<file path="src/rtl/ram_syn_pkg.sv">
// Shared types and constants for the parametrised synchronous RAM family.
// LAT_LECTURA follows RAM_SYN_REG_SALIDA_EN so benches track the configured read latency.
package ram_syn_pkg;

  typedef enum logic {
    LIMPIA = 1'b0,
    LISTO  = 1'b1
  } estado_t;

  localparam int ANCHO_DATO_DEF = 8;
  localparam int ANCHO_DIR_DEF  = 8;

`ifdef RAM_SYN_REG_SALIDA_EN
  localparam int LAT_LECTURA = 2;
`else
  localparam int LAT_LECTURA = 1;
`endif

endpackage

</file>
<file path="src/rtl/ram_syn_limpia.sv">
// Post-reset clear sequencer: walks ptr over every address, one per cycle.
// It strobes a write at each address, then parks in LISTO with ocupado low until the next reset.
module ram_syn_limpia
  import ram_syn_pkg::*;
#(
  parameter int ANCHO_DIR = ANCHO_DIR_DEF
) (
  input  logic                 clk,
  input  logic                 rst_n,
  output logic [ANCHO_DIR-1:0] ptr,
  output logic                 wr_limpia,
  output logic                 ocupado
);

  localparam logic [ANCHO_DIR-1:0] ULTIMA = '1;

  estado_t estado;

  always_ff @(posedge clk or negedge rst_n) begin
    if (!rst_n) begin
      estado    <= LIMPIA;
      ptr       <= '0;
      wr_limpia <= 1'b1;
      ocupado   <= 1'b1;
    end else begin
      case (estado)
        LIMPIA: begin
          // The last address is written on this edge, so busy drops together with it.
          if (ptr == ULTIMA) begin
            estado    <= LISTO;
            wr_limpia <= 1'b0;
            ocupado   <= 1'b0;
          end else begin
            ptr <= ptr + 1'b1;
          end
        end
        LISTO:   estado <= LISTO;
        default: estado <= LIMPIA;
      endcase
    end
  end

endmodule

</file>
<file path="src/rtl/ram_syn_param.sv">
// Simple dual-port synchronous RAM with a post-reset clear sweep; read-first on same-address collision.
// Read latency is 1 cycle, or 2 with RAM_SYN_REG_SALIDA_EN; there is no backpressure, but ports are ignored while ocupado.
module ram_syn_param
  import ram_syn_pkg::*;
#(
  parameter int                    ANCHO_DATO = ANCHO_DATO_DEF,
  parameter int                    ANCHO_DIR  = ANCHO_DIR_DEF,
  parameter logic [ANCHO_DATO-1:0] VALOR_INIT = '0
) (
  input  logic                  clk,
  input  logic                  rst_n,
  input  logic                  EN,
  input  logic [ANCHO_DIR-1:0]  dir_e,
  input  logic [ANCHO_DATO-1:0] Dato_E,
  input  logic                  rd_en,
  input  logic [ANCHO_DIR-1:0]  dir_l,
  output logic [ANCHO_DATO-1:0] dato_s,
  output logic                  dato_valido,
  output logic                  ocupado
);

  localparam int PROF = 2 ** ANCHO_DIR;

  logic [ANCHO_DATO-1:0] mem [PROF];
  logic [ANCHO_DIR-1:0]  ptr;
  logic                  wr_limpia;
  logic                  rd_ok;

  ram_syn_limpia #(
    .ANCHO_DIR (ANCHO_DIR)
  ) u_limpia (
    .clk       (clk),
    .rst_n     (rst_n),
    .ptr       (ptr),
    .wr_limpia (wr_limpia),
    .ocupado   (ocupado)
  );

  assign rd_ok = rd_en && !ocupado;

  // Array has no reset; the sweep gives it deterministic contents instead.
  always_ff @(posedge clk) begin
    if (wr_limpia) begin
      mem[ptr] <= VALOR_INIT;
    end else if (EN && !ocupado) begin
      mem[dir_e] <= Dato_E;
    end
  end

`ifdef RAM_SYN_REG_SALIDA_EN
  logic [ANCHO_DATO-1:0] dato_1;
  logic                  vld_1;

  always_ff @(posedge clk or negedge rst_n) begin
    if (!rst_n) begin
      dato_1      <= '0;
      vld_1       <= 1'b0;
      dato_s      <= '0;
      dato_valido <= 1'b0;
    end else begin
      vld_1       <= rd_ok;
      dato_valido <= vld_1;
      if (rd_ok) begin
        dato_1 <= mem[dir_l];
      end
      if (vld_1) begin
        dato_s <= dato_1;
      end
    end
  end
`else
  always_ff @(posedge clk or negedge rst_n) begin
    if (!rst_n) begin
      dato_s      <= '0;
      dato_valido <= 1'b0;
    end else begin
      dato_valido <= rd_ok;
      if (rd_ok) begin
        dato_s <= mem[dir_l];
      end
    end
  end
`endif

endmodule

</file>
<file path="config.mk">
export PLATFORM = sky130hd
export DESIGN_NAME = ram_syn_param
export DESIGN_NICKNAME = d
export VERILOG_FILES = /design/src/rtl/ram_syn_pkg.sv /design/src/rtl/ram_syn_limpia.sv /design/src/rtl/ram_syn_param.sv
export SDC_FILE = /design/constraint.sdc
export NUM_CORES = 2
export LEC_CHECK = 0
export CAP_MARGIN = 20
export CELL_PAD_IN_SITES_DETAIL_PLACEMENT = 1
export CELL_PAD_IN_SITES_GLOBAL_PLACEMENT = 2
export CORE_MARGIN = 2
export CORE_UTILIZATION = 26
export DETAILED_ROUTE_END_ITERATION = 7
export GPL_TIMING_DRIVEN = 0
export MAX_ROUTING_LAYER = met4
export PLACE_DENSITY_LB_ADDON = 0.3
export SKIP_CTS_REPAIR_TIMING = 1
export SYNTH_ARGS = -nofsm -noshare
export SYNTH_HDL_FRONTEND = slang
export SYNTH_SLANG_ARGS = --single-unit
</file>
<file path="constraint.sdc">
create_clock -name clk -period 7.15 [get_ports clk]
set_input_delay 0.715 -clock clk [delete_from_list [all_inputs] [get_ports clk]]
set_output_delay 0.715 -clock clk [all_outputs]
set_load 0.1 [all_outputs]
</file>
[Word-level counts from Yosys, hierarchy flattened]
Memory sizes are Yosys's and may differ from the RTL's. A register that Yosys moved wholly into a read port is not among the register bits.
Index checks and enable logic that the tools add are counted.
Word-level totals
  flip-flop bits (word level): 11
  bits in writable memories: 2048
  output and inout port bits: 10
  logic and storage cells: 26
  memories kept: 1
Cells by class
  $add $sub $neg: 1
  equality and inequality tests: 1
  mux-type cells: 10
  bitwise operators: 2
  reductions and logical operators: 7
Memories
  mem: depth 256, bits a word 8, read ports 1, clocked after Yosys merged registers in 1, write ports 1, RTL line ram_syn_param.sv:24  | logic [ANCHO_DATO-1:0] mem [PROF];
Operator list (count)
  $mux 8: 2
  $add 8x1->8 const B: 1
  $eq 8x8->1 const B: 1
  $reduce_or 8->1: 1
  $mux 1: 7
  $reduce_and 2->1: 2
  $logic_and 1x1->1: 2
  $logic_not 1->1: 2
  $not 1->1: 2
  $pmux 1 s2: 1

[Depth between registers and ports, before layout]
  depth after elaboration: 7
  depth in mapped cells: 12

[By module]
A second synthesis with hierarchy kept.
Unflattened totals
  cell total of the unflattened synthesis: 4049
  area total of the unflattened synthesis: 81521.9 um2
Modules (own cells, without submodules)
  ram_syn_param: instances 1, cells each 4009, area an instance 81016.5 um2
  ram_syn_limpia: instances 1, cells each 40, area an instance 505.5 um2

[Worst setup path before layout]
No wires, ideal clock.
  path type: in2reg
  from: input port EN
  to: memory mem[0][0] in the netlist's numbering (data pin)
  setup time: 0.870 ns
  arrival: 4.558 ns
  slack: 1.723 ns
  cell stages on the path: 4
  path buffers: 2
  path through: nor2b_1 clkbuf_1 clkbuf_1 and2_1
On the way
  word-level cells in the longest chain between the ends: 6
Ends and longest elaborated chain
  start, declared: RTL line ram_syn_param.sv:12  | input logic EN,
  $logic_and 1x1->1: RTL line ram_syn_param.sv:45  | end else if (EN && !ocupado) begin
  $mux 1: RTL line ram_syn_param.sv:45
  $mux 1: RTL line ram_syn_param.sv:43  | if (wr_limpia) begin
  $mux 1 (implied by the code): RTL line ram_syn_param.sv:46  | mem[dir_e] <= Dato_E;
  $reduce_or 8->1 (no source line)
  $mux 8 (no source line)
  end, declared: RTL line ram_syn_param.sv:24
No other way between the ends.

==> metrics.md <==
| Metric | Value |
|---|---|
| Adder-cell share of the synthesized area | `less than 1%` |
| Seq/Total Area, Yosys | `~77%` |
| Synth area leader | `edfxtp_1` |
| Core Util, Final | `between 30 and 40%` |
| Crit start category | `input port` |
| Commonest cells after routing, fill and taps aside | `edfxtp_1, mux4_2, mux2i_1` |
| Total Power | `between 0.02 and 0.03 W` |
| Clock tree buffer depth | `4` |
| Inserted Clock Buffers | `224` |
| Power Density | `around 280 nW/um^2` |
| Die Ht | `561 um` |
| # setup viols final | `0` |
| H-tree levels | `4` |
| Layout Cells excl Fill | `8681` |
| CORE AREA | `about 310000 sq um` |
| Via density | `5.10` |
| Mapped Area | `approximately 81000 sq um` |
| Io pins | `38` |
| Global route total overflow | `0` |
| Total Routing Usage GR | `slightly above 20%` |
| FFs w/ async S/R, synth | `less than 1%` |
| Slew Viols, Final | `0` |
| Mux cell area share after synthesis | `between 10% and 20%` |
| Drt total wl | `between 300 and 400 mm` |
| Clock skew | `0.0646 ns` |
| Worst R2R Path Depth | `7` |
| Clock Pin Slew Worst Setup and Hold Paths | `approximately 0.060 ns` |
| Rel. slew slack | `19.1%` |
| DP Wirelength | `about 220 mm` |
| Synthesized flop and latch total | `around 2.1k` |
| First-pass GRT wire length | `414 mm` |
| Initial DRC count | `about 5.6k` |
| CP Data Arrival Time | `6.71 ns` |
| DP Cell Count | `between 8k and 9k` |
| RD Place Congestion | `roughly 0.87` |
| Cell Rows | `between 200 and 250` |
| Clk root buf | `clkbuf_16` |
| Die width | `~560 um` |
| Synth Area in Compound Gates | `4.00%` |
| CTS tree | `done` |
| FF-to-FF End | `mem[65][0]` |
| Post-Synth XOR/XNOR Area | `less than 1%` |
| Max-cap violations | `0` |
| Ys flop type | `edfxtp_1` |
| Final period utilization | `between 80% and 90%` |
| Commonest non-fill, non-tap cell in the layout | `edfxtp_1` |
| Post-synth top area share | `76.2%` |
| Yosys Warn Count | `0` |
| Unrepaired setup endpoints after global routing | `false` |
| Post-layout net count | `around 4.4k` |
| Mapped Nets | `slightly above 4k` |
| Largest net degree at the start of global routing | `92` |
| Final Hold Fails | `0` |
| Initial antenna violation count | `20` |
| Residual DRC | `0` |
| Reg-to-reg slack, setup | `~2.5 ns` |
| Largest family of logic cells by synthesized area | `multiplexers` |
| Min cycle time layout | `5.92 ns` |
| Worst Max-Slew Pin Slew | `1.20 ns` |
| CP Max Fanout | `10` |
| Routed vias | `44.3k` |
| Worst EP required | `7.94 ns` |
| Vias in the first global route | `44.5k` |
| Post-synth EDFFs | `roughly 2k` |
| Die area | `roughly 320000 sq um` |
| Leading post-synthesis cells by cell area | `edfxtp_1, mux4_2, mux2i_1, nor2_1, o22ai_1` |
| Setup CP Type | `input port to flop` |
| Sink Count | `between 2k and 2.5k` |
| Worst hold path class | `input port to async pin` |
| ANT nets after route | `0` |
| CP Capture Type | `flop` |
| RR Startpoint | `u_limpia.wr_limpia` |
| Status | `complete, no violations` |
| Pleak | `around 30 nW` |
| Post-route setup slack | `around 1.2 ns` |
| Syn-to-layout area delta | `17.4%` |
| Dpl ws | `between 0.4 and 0.5 ns` |
| Share of cells above drive strength 1 | `between 20% and 30%` |
| Clock Latency Late Sink | `~0.9 ns` |
| Syn avg cell area | `roughly 20 sq um` |
| Simple-gate share of the synthesized area | `3.15%` |
| Max VDD drop | `0.000182 V` |
| PortBufs | `36` |
| Synth unique cells | `between 60 and 70` |
| Critical Path Start | `dir_l[4]` |
| Detailed Routing Iterations Pass 1 | `6` |
| Max Clock Freq | `around 170 MHz` |
| Post-synthesis instance total | `slightly above 4k` |
| Average wire per standard cell | `around 36 um` |
| Initial cell density of the core | `26.1%` |
worst max path at each step:
stage,end,slack [ns],depth (start not counted)
CTS,dato_s[1],1.34,12
finish,dato_s[4],1.23,12
global placement,mem[54][0],-4.43,5
floorplan,mem[0][0],1.72,4
global route,dato_s[4],1.43,12
detailed placement,dato_s[1],0.44,12
stage by stage:
stage | hold WS [ns] | instance area (sq um) | setup TNS [ns]
2_1_floorplan | 0.419 | 80800 | 0
3_3_place_gp | 0.519 | 86300 | -7799.23
3_5_place_dp | 0.516 | 87700 | 0
4_1_cts | -0.426 | 94700 | 0
5_1_grt | 0.167 | 94800 | 0
6_report | 0.169 | 94800 | 0
worst max-delay path, cell delays in order:
cell and delay, ns:
clkdlybuf4s50_1 0.82, buf_4 0.45, inv_1 0.58, buf_2 0.43, clkbuf_1 0.88, buf_2 0.64
nand2_1 0.37, a21oi_1 0.60, o221ai_1 0.18, a211oi_1 0.27, nand3_1 0.43, o211ai_1 0.22
cell type report:
class                      instances  area, sq um
antenna                            3         7.51
inverter                           7         26.3
sequential                      2067        62000
timing repair buffer             113         1720
buffer                           242         1590
clock inverter                   127         1240
multi-input combinational       1734        17300
clock buffer                     268         5770
tap                             4120         5150
fill                           31400       214000
report_power, final:
part | leakage [nW] | switching [W] | internal (W) | total, W
Clock | 3.42 | 0.00489 | 0.00655 | 0.0114
Sequential | 18.9 | 0.0000213 | 0.0133 | 0.0134
Combinational | 7.42 | 0.00124 | 0.000474 | 0.00172
Total | 29.8 | 0.00615 | 0.0204 | 0.0265
cell usage after synthesis, drive strengths merged (12+ instances only):
cell    count
nor3       26
a211oi     46
o21ai      51
a21oi      65
nand3      48
nand2b     13
o221ai     55
edfxtp   2048
clkbuf     95
dfrtp      18
mux4      364
a22oi      67
nand2     141
nor2      284
nand3b     12
and2       17
buf       147
o22ai     112
mux2i     302
registers in the layout, indices dropped and copies added (netlist names):
name	count
mem	2048
dato_s	8
u_limpia.ptr	8
dato_valido	1
u_limpia.estado	1
u_limpia.wr_limpia	1
cells by family (layout without fill, tap and decap cells):
family | after synthesis | after routing
XOR/XNOR | 7 | 7
buffers and inverters | 249 | 757
other | 0 | 3
multiplexers | 672 | 672
adder cells (fa/ha/maj) | 1 | 1
flip-flops | 2067 | 2067
AO/OA/AOI/OAI | 468 | 468
AND/OR/NAND/NOR | 586 | 586
metal layers:
layer / vias up / part of all wire [%] / global-route usage [%]
met4: 0 / 3.5 / 6.65
met5: - / 0 / -
met2: 1776 / 48 / 32.5
li1: 17400 / - / -
met3: 438 / 6.6 / 3.24
met1: 24600 / 41 / 25.9
Note: power is estimated with default switching activity, not from simulation.
